<file path="config.mk">
export PLATFORM = sky130hd
export DESIGN_NAME = axis_header_strip
export DESIGN_NICKNAME = d
export VERILOG_FILES = /design/src/rtl/axis_strip_pkg.sv /design/src/rtl/axis_keep_mask.sv /design/src/rtl/axis_header_strip.sv
export SDC_FILE = /design/constraint.sdc
export NUM_CORES = 1
export LEC_CHECK = 0
export CORE_MARGIN = 3
export CORE_UTILIZATION = 30
export DETAILED_ROUTE_END_ITERATION = 7
export DONT_BUFFER_PORTS = 1
export PLACE_DENSITY_LB_ADDON = 0.08
export SETUP_SLACK_MARGIN = 0.2
export SLEW_MARGIN = 20
export SYNTH_ARGS = -nofsm -noshare
export SYNTH_HDL_FRONTEND = slang
export SYNTH_SLANG_ARGS = --single-unit
</file>
<file path="constraint.sdc">
create_clock -name clk -period 8.2 [get_ports clk]
set_clock_uncertainty 0.15 [all_clocks]
set_input_delay 1.64 -clock clk [delete_from_list [all_inputs] [get_ports clk]]
set_output_delay 1.64 -clock clk [all_outputs]
set_load 0.1 [all_outputs]
</file>
<file path="src/rtl/axis_strip_pkg.sv">
// Shared types and stream port macros for the header-strip block.
// Optional statistics are enabled with AXIS_HEADER_STRIP_STATS_EN.

`ifndef AXIS_I_SLAVE_PORTS
`define AXIS_I_SLAVE_PORTS \
  output logic                    axis_i_tready, \
  input  logic                    axis_i_tvalid, \
  input  logic                    axis_i_tlast, \
  input  logic [AXIS_BYTES-1:0]   axis_i_tkeep, \
  input  logic [8*AXIS_BYTES-1:0] axis_i_tdata
`endif

`ifndef AXIS_O_MASTER_PORTS
`define AXIS_O_MASTER_PORTS \
  input  logic                    axis_o_tready, \
  output logic                    axis_o_tvalid, \
  output logic                    axis_o_tlast, \
  output logic [AXIS_BYTES-1:0]   axis_o_tkeep, \
  output logic [8*AXIS_BYTES-1:0] axis_o_tdata
`endif

package axis_strip_pkg;

  typedef enum logic [1:0] {
    ST_FIRST = 2'd0,
    ST_STRIP = 2'd1,
    ST_PASS  = 2'd2
  } strip_state_e;

  localparam int unsigned COUNT_W_DEFAULT = 16;

endpackage

</file>
<file path="src/rtl/axis_keep_mask.sv">
// Per-beat keep mask: clears the lowest set tkeep lanes while header bytes
// remain, and reports how many lanes were cleared.

module axis_keep_mask #(
    parameter int unsigned AXIS_BYTES = 4,
    parameter int unsigned COUNT_W    = 16
) (
    input  logic [AXIS_BYTES-1:0] tkeep,
    input  logic [COUNT_W-1:0]    remaining,
    output logic [AXIS_BYTES-1:0] masked_keep,
    output logic [COUNT_W-1:0]    stripped
);

    // Walk lanes from 0 upward, consuming valid bytes until remaining is used up.
    always_comb begin
        masked_keep = tkeep;
        stripped    = '0;
        for (int unsigned i = 0; i < AXIS_BYTES; i++) begin
            if (tkeep[i] && (stripped < remaining)) begin
                masked_keep[i] = 1'b0;
                stripped       = stripped + COUNT_W'(1);
            end
        end
    end

endmodule

</file>
<file path="src/rtl/axis_header_strip.sv">
// AXI-Stream header stripper: removes the first strip_bytes valid bytes of
// each packet by clearing tkeep, drops beats left with no bytes, and
// registers the output stage (one cycle latency).
// Define AXIS_HEADER_STRIP_STATS_EN to add the dropped_pkts counter port.

module axis_header_strip
  import axis_strip_pkg::*;
#(
  parameter int unsigned AXIS_BYTES = 4,
  parameter int unsigned COUNT_W    = COUNT_W_DEFAULT
) (
  input  logic               clk,
  input  logic               aresetn,
  input  logic [COUNT_W-1:0] strip_bytes,
  `AXIS_I_SLAVE_PORTS,
  `AXIS_O_MASTER_PORTS
`ifdef AXIS_HEADER_STRIP_STATS_EN
  ,
  output logic [31:0]        dropped_pkts
`endif
);

  strip_state_e              state_q, state_d;
  logic [COUNT_W-1:0]        remaining_q, remaining_d;
  logic                      emitted_q, emitted_d;
  logic                      o_valid_q, o_valid_d;
  logic                      o_last_q, o_last_d;
  logic [AXIS_BYTES-1:0]     o_keep_q, o_keep_d;
  logic [8*AXIS_BYTES-1:0]   o_data_q, o_data_d;

  logic [COUNT_W-1:0]        rem_eff;
  logic [COUNT_W-1:0]        stripped;
  logic [AXIS_BYTES-1:0]     masked_keep;
  logic                      in_fire;
  logic                      keep_beat;

  assign axis_i_tready = aresetn && (!o_valid_q || axis_o_tready);
  assign in_fire       = axis_i_tvalid && axis_i_tready;

  assign axis_o_tvalid = o_valid_q;
  assign axis_o_tlast  = o_last_q;
  assign axis_o_tkeep  = o_keep_q;
  assign axis_o_tdata  = o_data_q;

  axis_keep_mask #(
    .AXIS_BYTES (AXIS_BYTES),
    .COUNT_W    (COUNT_W)
  ) u_mask (
    .tkeep       (axis_i_tkeep),
    .remaining   (rem_eff),
    .masked_keep (masked_keep),
    .stripped    (stripped)
  );

  // Next state, strip budget and output stage. A beat survives if it still
  // carries bytes, or if it is a null tlast closing a packet that already
  // emitted something; a fully stripped packet emits nothing at all.
  always_comb begin
    state_d     = state_q;
    remaining_d = remaining_q;
    emitted_d   = emitted_q;
    o_valid_d   = o_valid_q;
    o_last_d    = o_last_q;
    o_keep_d    = o_keep_q;
    o_data_d    = o_data_q;

    rem_eff   = (state_q == ST_FIRST) ? strip_bytes : remaining_q;
    keep_beat = (masked_keep != '0) ||
                (axis_i_tlast && (state_q != ST_FIRST) && emitted_q);

    if (in_fire) begin
      if (axis_i_tlast) begin
        state_d     = ST_FIRST;
        remaining_d = '0;
        emitted_d   = 1'b0;
      end else begin
        remaining_d = rem_eff - stripped;
        state_d     = (remaining_d != '0) ? ST_STRIP : ST_PASS;
        emitted_d   = ((state_q != ST_FIRST) && emitted_q) || keep_beat;
      end
    end

    if (in_fire && keep_beat) begin
      o_valid_d = 1'b1;
      o_last_d  = axis_i_tlast;
      o_keep_d  = masked_keep;
      o_data_d  = axis_i_tdata;
    end else if (axis_o_tready) begin
      o_valid_d = 1'b0;
    end
  end

  // State and output registers.
  always_ff @(posedge clk or negedge aresetn) begin
    if (!aresetn) begin
      state_q     <= ST_FIRST;
      remaining_q <= '0;
      emitted_q   <= 1'b0;
      o_valid_q   <= 1'b0;
      o_last_q    <= 1'b0;
      o_keep_q    <= '0;
      o_data_q    <= '0;
    end else begin
      state_q     <= state_d;
      remaining_q <= remaining_d;
      emitted_q   <= emitted_d;
      o_valid_q   <= o_valid_d;
      o_last_q    <= o_last_d;
      o_keep_q    <= o_keep_d;
      o_data_q    <= o_data_d;
    end
  end

`ifdef AXIS_HEADER_STRIP_STATS_EN
  logic        drop_pkt;
  logic [31:0] dropped_q, dropped_d;

  assign drop_pkt     = in_fire && axis_i_tlast && !keep_beat;
  assign dropped_pkts = dropped_q;

  // Saturating count of packets that were stripped away entirely.
  always_comb begin
    dropped_d = dropped_q;
    if (drop_pkt && (dropped_q != '1)) begin
      dropped_d = dropped_q + 32'd1;
    end
  end

  // Drop counter register.
  always_ff @(posedge clk or negedge aresetn) begin
    if (!aresetn) begin
      dropped_q <= '0;
    end else begin
      dropped_q <= dropped_d;
    end
  end
`endif

endmodule

</file>
==> impl_results.md, run 1 <==
- WP data arrival: 7600 ps
- Fin Hold WS: 331 ps
- H-Tree Depth: 3
- Main synth FF type: dfrtp_1
- Synth top area share: 0.421
- Flop-to-flop setup slack: 1010 ps
- Core Util, Final: 0.353
- Clock Sinks: 57
- CP top delay family: simple AND/OR/NAND/NOR gates
- Synth cell types: 61
- Startpoint class of the critical path: input port
- Grt ovf: 0
- Mapped Nets: 381
- Buf+Inv Stages, Crit Path: 1
- Mapped Cells: 314
- Synthesized area per cell: 10.8 um^2
- Non-Filler Instances: 468
- Clk network pwr share: 0.365
- Clk Latency, worst-skew pair: 320 ps
- Synth Area in Compound Gates: 0.135
- CTS clk-pin slew, worst paths: 60 ps
- Final Hold Viols: 0
- Post-route cell area: 0.00386 mm^2
- Cts bufs inserted: 9
- Largest family of logic cells by synthesized area: multiplexers
- I/O Pins: 96
- Final setup violation count: 0
- Worst slew margin: 0.330
- CTS Hold Bufs: 0
- Worst IR Drop VDD: 0.108 mV
- Fraction of layout cells with a size suffix above 1: 0.196
- Number of port buffers: 0
- Drt drc: 0
- CP Data Required Time: 8290 ps
- Endpoint kind of the worst setup timing path: flop
- Synth warn: 0
- Storage cell area: 0.00143 mm^2
- FF+latch count, synth: 57
- Reg power frac: 0.434
- Status: completed
- Yosys top cell by area: dfrtp_1
- P_int: 0.607 mW
- Vias in the first global route: 2550
- Switching Share: 0.372
- Tot GR Track Use: 0.142
- Clock Tree Buf Depth: 2
- Antenna violations before repair: 1
- Fmax: 133 MHz
- Routed WL per cell: 18.7 um
- Pin count of the biggest net entering global routing: 60
- Crit share post-route: 0.916
- Synth Area in Adders: 0.0421
- Combinational share of power: 0.201
- Area contributors post-synth: dfrtp_1 (42%), mux2_1 (5.0%), mux2_4 (4.4%)
- Sw power: 0.360 mW
- Drt total wl: 8770 um
- Slew Viols, Final: 0
- Post-synthesis mux area share: 0.176
- Asr flop ratio synth: 1.00
- Die X: 112 um
- Die ar.: 0.0126 mm^2
- Crit Path Category: input port to flop
- Pleak: 1.82 nW
- Via count: 2432
- Placed Cells: 451
- Placement Setup Slack: 175 ps
- Post-route minimum period: 7510 ps
- Synth-to-Final Area Change: 14.0%
- Post-DP Area: 0.00356 mm^2
- Rows: 38
- RSZ-0062 raised after global routing: no
- DIE HEIGHT: 112 um
- Post-CTS Resized: 0
- Multi-input gate area: 0.00187 mm^2
- DRT iter0 DRCs: 71
- Vias/cell: 5.20
- CP max stage cell: or4_1
- Setup Buffers After CTS: 0
- Sequential-to-total area share from yosys stat: 0.421
- PwrDens: 250 mW/mm^2
- Fin nets: 389
- Post-synth EDFFs: 0
- Setup TNS: 0 ps
- Final worst slack: 692 ps
- Antenna viol nets, final: 0
- Area share of and/or/nand/nor cells after synthesis: 0.153
- CTS root buffer: clkbuf_16
- CTS tree: done
- Max_cap viols: 0
- Min-delay worst type: flop to flop
- Fill cells: 1118
- Global-route wire length before repair: 14100 um
- Crit path max fanout: 5
- Placed wire-length estimate: 6370 um
- Total power: 0.967 mW
- 1st-pass router iterations: 5
- Total core area: 0.0109 mm^2
- Tightest Pin Transition: 1010 ps
- CP peak stage delay: 540 ps
- Starting density of the core: 0.310
- Final Wtd Congestion: 0.770
- Xor and xnor area share after synthesis: 0.0384
- Post-Synthesis Cell Area: 0.00339 mm^2
kinds of logic after synthesis:
| kind of cell | count (synthesis) |
|---|---|
| other | 1 |
| AND/OR/NAND/NOR | 97 |
| XOR/XNOR | 14 |
| adder cells (fa/ha/maj) | 11 |
| buffers and inverters | 22 |
| AO/OA/AOI/OAI | 61 |
| flip-flops | 57 |
| multiplexers | 51 |
metal layers:
metal,track usage,share of wire
met5,0,0
met4,0.0473,0.015
met3,0.0631,0.083
met2,0.206,0.43
met1,0.189,0.48
cell type report:
class | count | area share
sequential | 57 | 0.369
antenna | 1 | 0.000648
multi-input combinational | 235 | 0.484
clock inverter | 6 | 0.0113
tap | 140 | 0.0454
clock buffer | 10 | 0.0619
inverter | 10 | 0.00972
timing repair buffer | 9 | 0.0175
worst reg2reg max path, delay by kind of cell, from the launching register on:
kind / cells / cell delay (ps)
fa+ha+maj: 4 / 1210
buf+inv: 1 / 50
flops: 1 / 610
simple gates: 10 / 2860
xor+xnor: 1 / 150
mux: 2 / 630
compound gates: 10 / 1480
power by group through the flow:
stage	combinational (mW)	clock [mW]	sequential (mW)
final	0.194	0.353	0.419
after detailed placement	0.194	0	0.424
after CTS	0.195	0.364	0.419
after global placement	0.196	0	0.425
after global routing	0.218	0.377	0.424
after floorplan	0.155	0	0.414
placed cells by master, fill, tap and decap left out, types with 10 or more instances in the layout:
master    n
mux2_4   10
dfrtp_1  57
mux2_1   15
nor2_1   17
mux2_2   13
o21ai_0  11
inv_1    10
mux2i_1  13
nand2_1  31
synth_stat cells, types with 7 or more instances:
cell and n:
a22o_1 7, xor2_1 8, nor2_1 17, nor4_1 7, mux2i_1 13, o21ai_0 12, mux2_2 13, a21oi_1 9
nand2_1 31, mux2_1 15, inv_1 10, mux2_4 10, dfrtp_1 57, ha_1 9
final timing paths:
check | to | cells past startpoint | start
max | state_q[1] | 27 | strip_bytes[14]
min | remaining_q[1] | 2 | remaining_q[1]
max reg2reg | state_q[1] | 28 | state_q[1]
min reg2reg | remaining_q[1] | 2 | remaining_q[1]
max in group asynchronous | remaining_q[15] | 0 | aresetn
min in group asynchronous | axis_o_tdata[26] | 0 | aresetn
sequential cells by signal, summed over array words and instances, names as in the netlist:
| name | cells |
|---|---|
| axis_o_tdata | 32 |
| remaining_q | 16 |
| axis_o_tkeep | 4 |
| state_q | 2 |
| axis_o_tlast | 1 |
| axis_o_tvalid | 1 |
| emitted_q | 1 |
Note: power is estimated with default switching activity, not from simulation.
==> run 2: changes to the inputs <==
Settings changed: CELL_PAD_IN_SITES_DETAIL_PLACEMENT set to 0, CELL_PAD_IN_SITES_GLOBAL_PLACEMENT set to 1, CORE_UTILIZATION 30 to 49.
==> run 2 against run 1 <==
  * Design area fell by 4.8%
  * Die area fell by 37%
  * Via count rose by 0.33%
  * Worst hold slack barely moved
  * Total power fell by 12%
  * Flip-flop and latch count did not move
  * Critical endpoint unchanged
  * Count of clock-buffer cells in the layout fell by 1
  * Combinational power barely moved
  * Sequential power barely moved
==> impl_results.md, run 2 (synthesized netlist as in run 1, its figures left out) <==
- CTS tree: done (unchanged)
- Antenna violations before repair: 0 (was 1)
- Post-route minimum period: 7570 ps (was 7510 ps)
- Clk Latency, worst-skew pair: 340 ps (was 320 ps)
- Crit share post-route: 0.924 (was 0.916)
- Crit path max fanout: 7 (was 5)
- Commonest cells after routing, fill and taps aside: dfrtp_1 (57), nand2_1 (31), nor2_1 (17) (unchanged)
- Via count: 2440 (was 2432)
- Min-delay worst type: flop to flop (unchanged)
- H-Tree Depth: 3 (unchanged)
- Rows: 29 (was 38)
- I/O Pins: 96 (unchanged)
- Tot GR Track Use: 0.200 (was 0.142)
- Starting density of the core: 0.518 (was 0.310)
- Pleak: 1.77 nW (was 1.82 nW)
- Max_cap viols: 0 (unchanged)
- Endpoint kind of the worst setup timing path: flop (unchanged)
- 1st-pass router iterations: 4 (was 5)
- Die ar.: 0.00794 mm^2 (was 0.0126 mm^2)
- Vias/cell: 6.05 (was 5.20)
- Number of port buffers: 0 (unchanged)
- RSZ-0062 raised after global routing: no (unchanged)
- Final setup violation count: 0 (unchanged)
- Worst IR Drop VDD: 0.133 mV (was 0.108 mV)
- Startpoint class of the critical path: input port (unchanged)
- Fmax: 132 MHz (was 133 MHz)
- CTS clk-pin slew, worst paths: 70 ps (was 60 ps)
- Global-route wire length before repair: 11900 um (was 14100 um)
- Routed WL per cell: 19.2 um (was 18.7 um)
- Crit Path Category: input port to flop (unchanged)
- Fin nets: 388 (was 389)
- Leading cell type in the layout, fill and taps excluded: dfrtp_1 (unchanged)
- Final Hold Viols: 0 (unchanged)
- Antenna viol nets, final: 0 (unchanged)
- Placement Setup Slack: 126 ps (was 175 ps)
- Slew Viols, Final: 0 (unchanged)
- Final Wtd Congestion: 0.825 (was 0.770)
- Drt drc: 0 (unchanged)
- Total power: 0.852 mW (was 0.967 mW)
- Clock Tree Buf Depth: 2 (unchanged)
- WP data arrival: 7660 ps (was 7600 ps)
- Status: completed (unchanged)
- Fraction of layout cells with a size suffix above 1: 0.193 (was 0.196)
- Total core area: 0.00653 mm^2 (was 0.0109 mm^2)
- DIE HEIGHT: 89.1 um (was 112 um)
- Clock Sinks: 57 (unchanged)
- CTS root buffer: clkbuf_8 (was clkbuf_16)
- DRT iter0 DRCs: 96 (was 71)
- Vias in the first global route: 2311 (was 2550)
- Placed wire-length estimate: 5680 um (was 6370 um)
- Setup TNS: 0 ps (unchanged)
- Cts bufs inserted: 9 (unchanged)
- Worst slew margin: 0.342 (was 0.330)
- Die X: 89.1 um (was 112 um)
- PwrDens: 232 mW/mm^2 (was 250 mW/mm^2)
- Final worst slack: 627 ps (was 692 ps)
- N_diodes: 0 (was 1)
- Tightest Pin Transition: 987 ps (was 1010 ps)
- Grt ovf: 0 (unchanged)
- Synth-to-Final Area Change: 8.57% (was 14.0%)
- Pin count of the biggest net entering global routing: 60 (unchanged)
- CP Data Required Time: 8290 ps (about the same)
- Max FFs per register: 32 (unchanged)
- CTS Hold Bufs: 0 (unchanged)
- Drt total wl: 7720 um (was 8770 um)
run 2: layer usage:
layer	GRT usage	up-vias	part of all wire
met4	0.0920	0	0.018
met3	0.0581	18	0.070
li1	-	1159	-
met5	0	-	0
met1	0.266	1183	0.44
met2	0.302	80	0.47
run 2: timing repair:
item,4_1_cts,5_1_grt
resized for setup,0,3
buffers inserted,0,0
setup endpoints to repair,0,2
run 2: final cells by class:
class | count | area (um^2)
Multi-Input combinational cell | 235 | 1870
Clock inverter | 7 | 53.8
Tap cell | 77 | 96.3
Timing Repair Buffer | 8 | 72.6
Fill cell | 571 | 2860
Sequential cell | 57 | 1430
Clock buffer | 9 | 124
Inverter | 10 | 37.5
run 2: per-stage QoR:
stage,hold slack [ps],utilization,instances,area (um^2)
final,331,0.563,403,3680
after CTS,338,0.561,403,3670
after floorplan,298,-,314,3390
after global placement,309,0.534,387,3490
after global routing,351,0.563,403,3680
after detailed placement,322,0.534,387,3490
run 2: critical path, cell delays in order:
cell and delay (ps):
or4_1 520, nor4_1 270, o211ai_2 220, nor2_2 220, o21ai_0 130, nand2_1 130
inv_1 50, ha_1 230, ha_1 300, o21ai_0 100, a21oi_2 110, nor2b_2 220
mux2i_1 270, ha_1 260, o21ai_0 70, a21o_1 170, and2_1 210, mux2i_1 230
ha_1 250, nor2b_1 140, o31a_1 270, and4bb_4 420, nand3b_2 120, xnor2_2 240
o2111ai_1 150, or4_1 550, o31ai_2 180
run 2: worst paths after layout:
path,start,end,slack [ps],depth (start not counted)
min,remaining_q[1],remaining_q[1],330,2
min reg2reg,remaining_q[1],remaining_q[1],330,2
max,strip_bytes[14],state_q[1],630,27
max reg2reg,state_q[1],state_q[1],1170,28
min in group asynchronous,aresetn,axis_o_tdata[10],830,0
max in group asynchronous,aresetn,axis_o_tdata[21],6960,0
run 2: report_power, final:
part | switching (mW) | internal (mW) | total [mW]
Sequential | 0.111 | 0.307 | 0.418
Clock | 0.127 | 0.111 | 0.238
Combinational | 0.106 | 0.0893 | 0.196
Total | 0.345 | 0.508 | 0.852
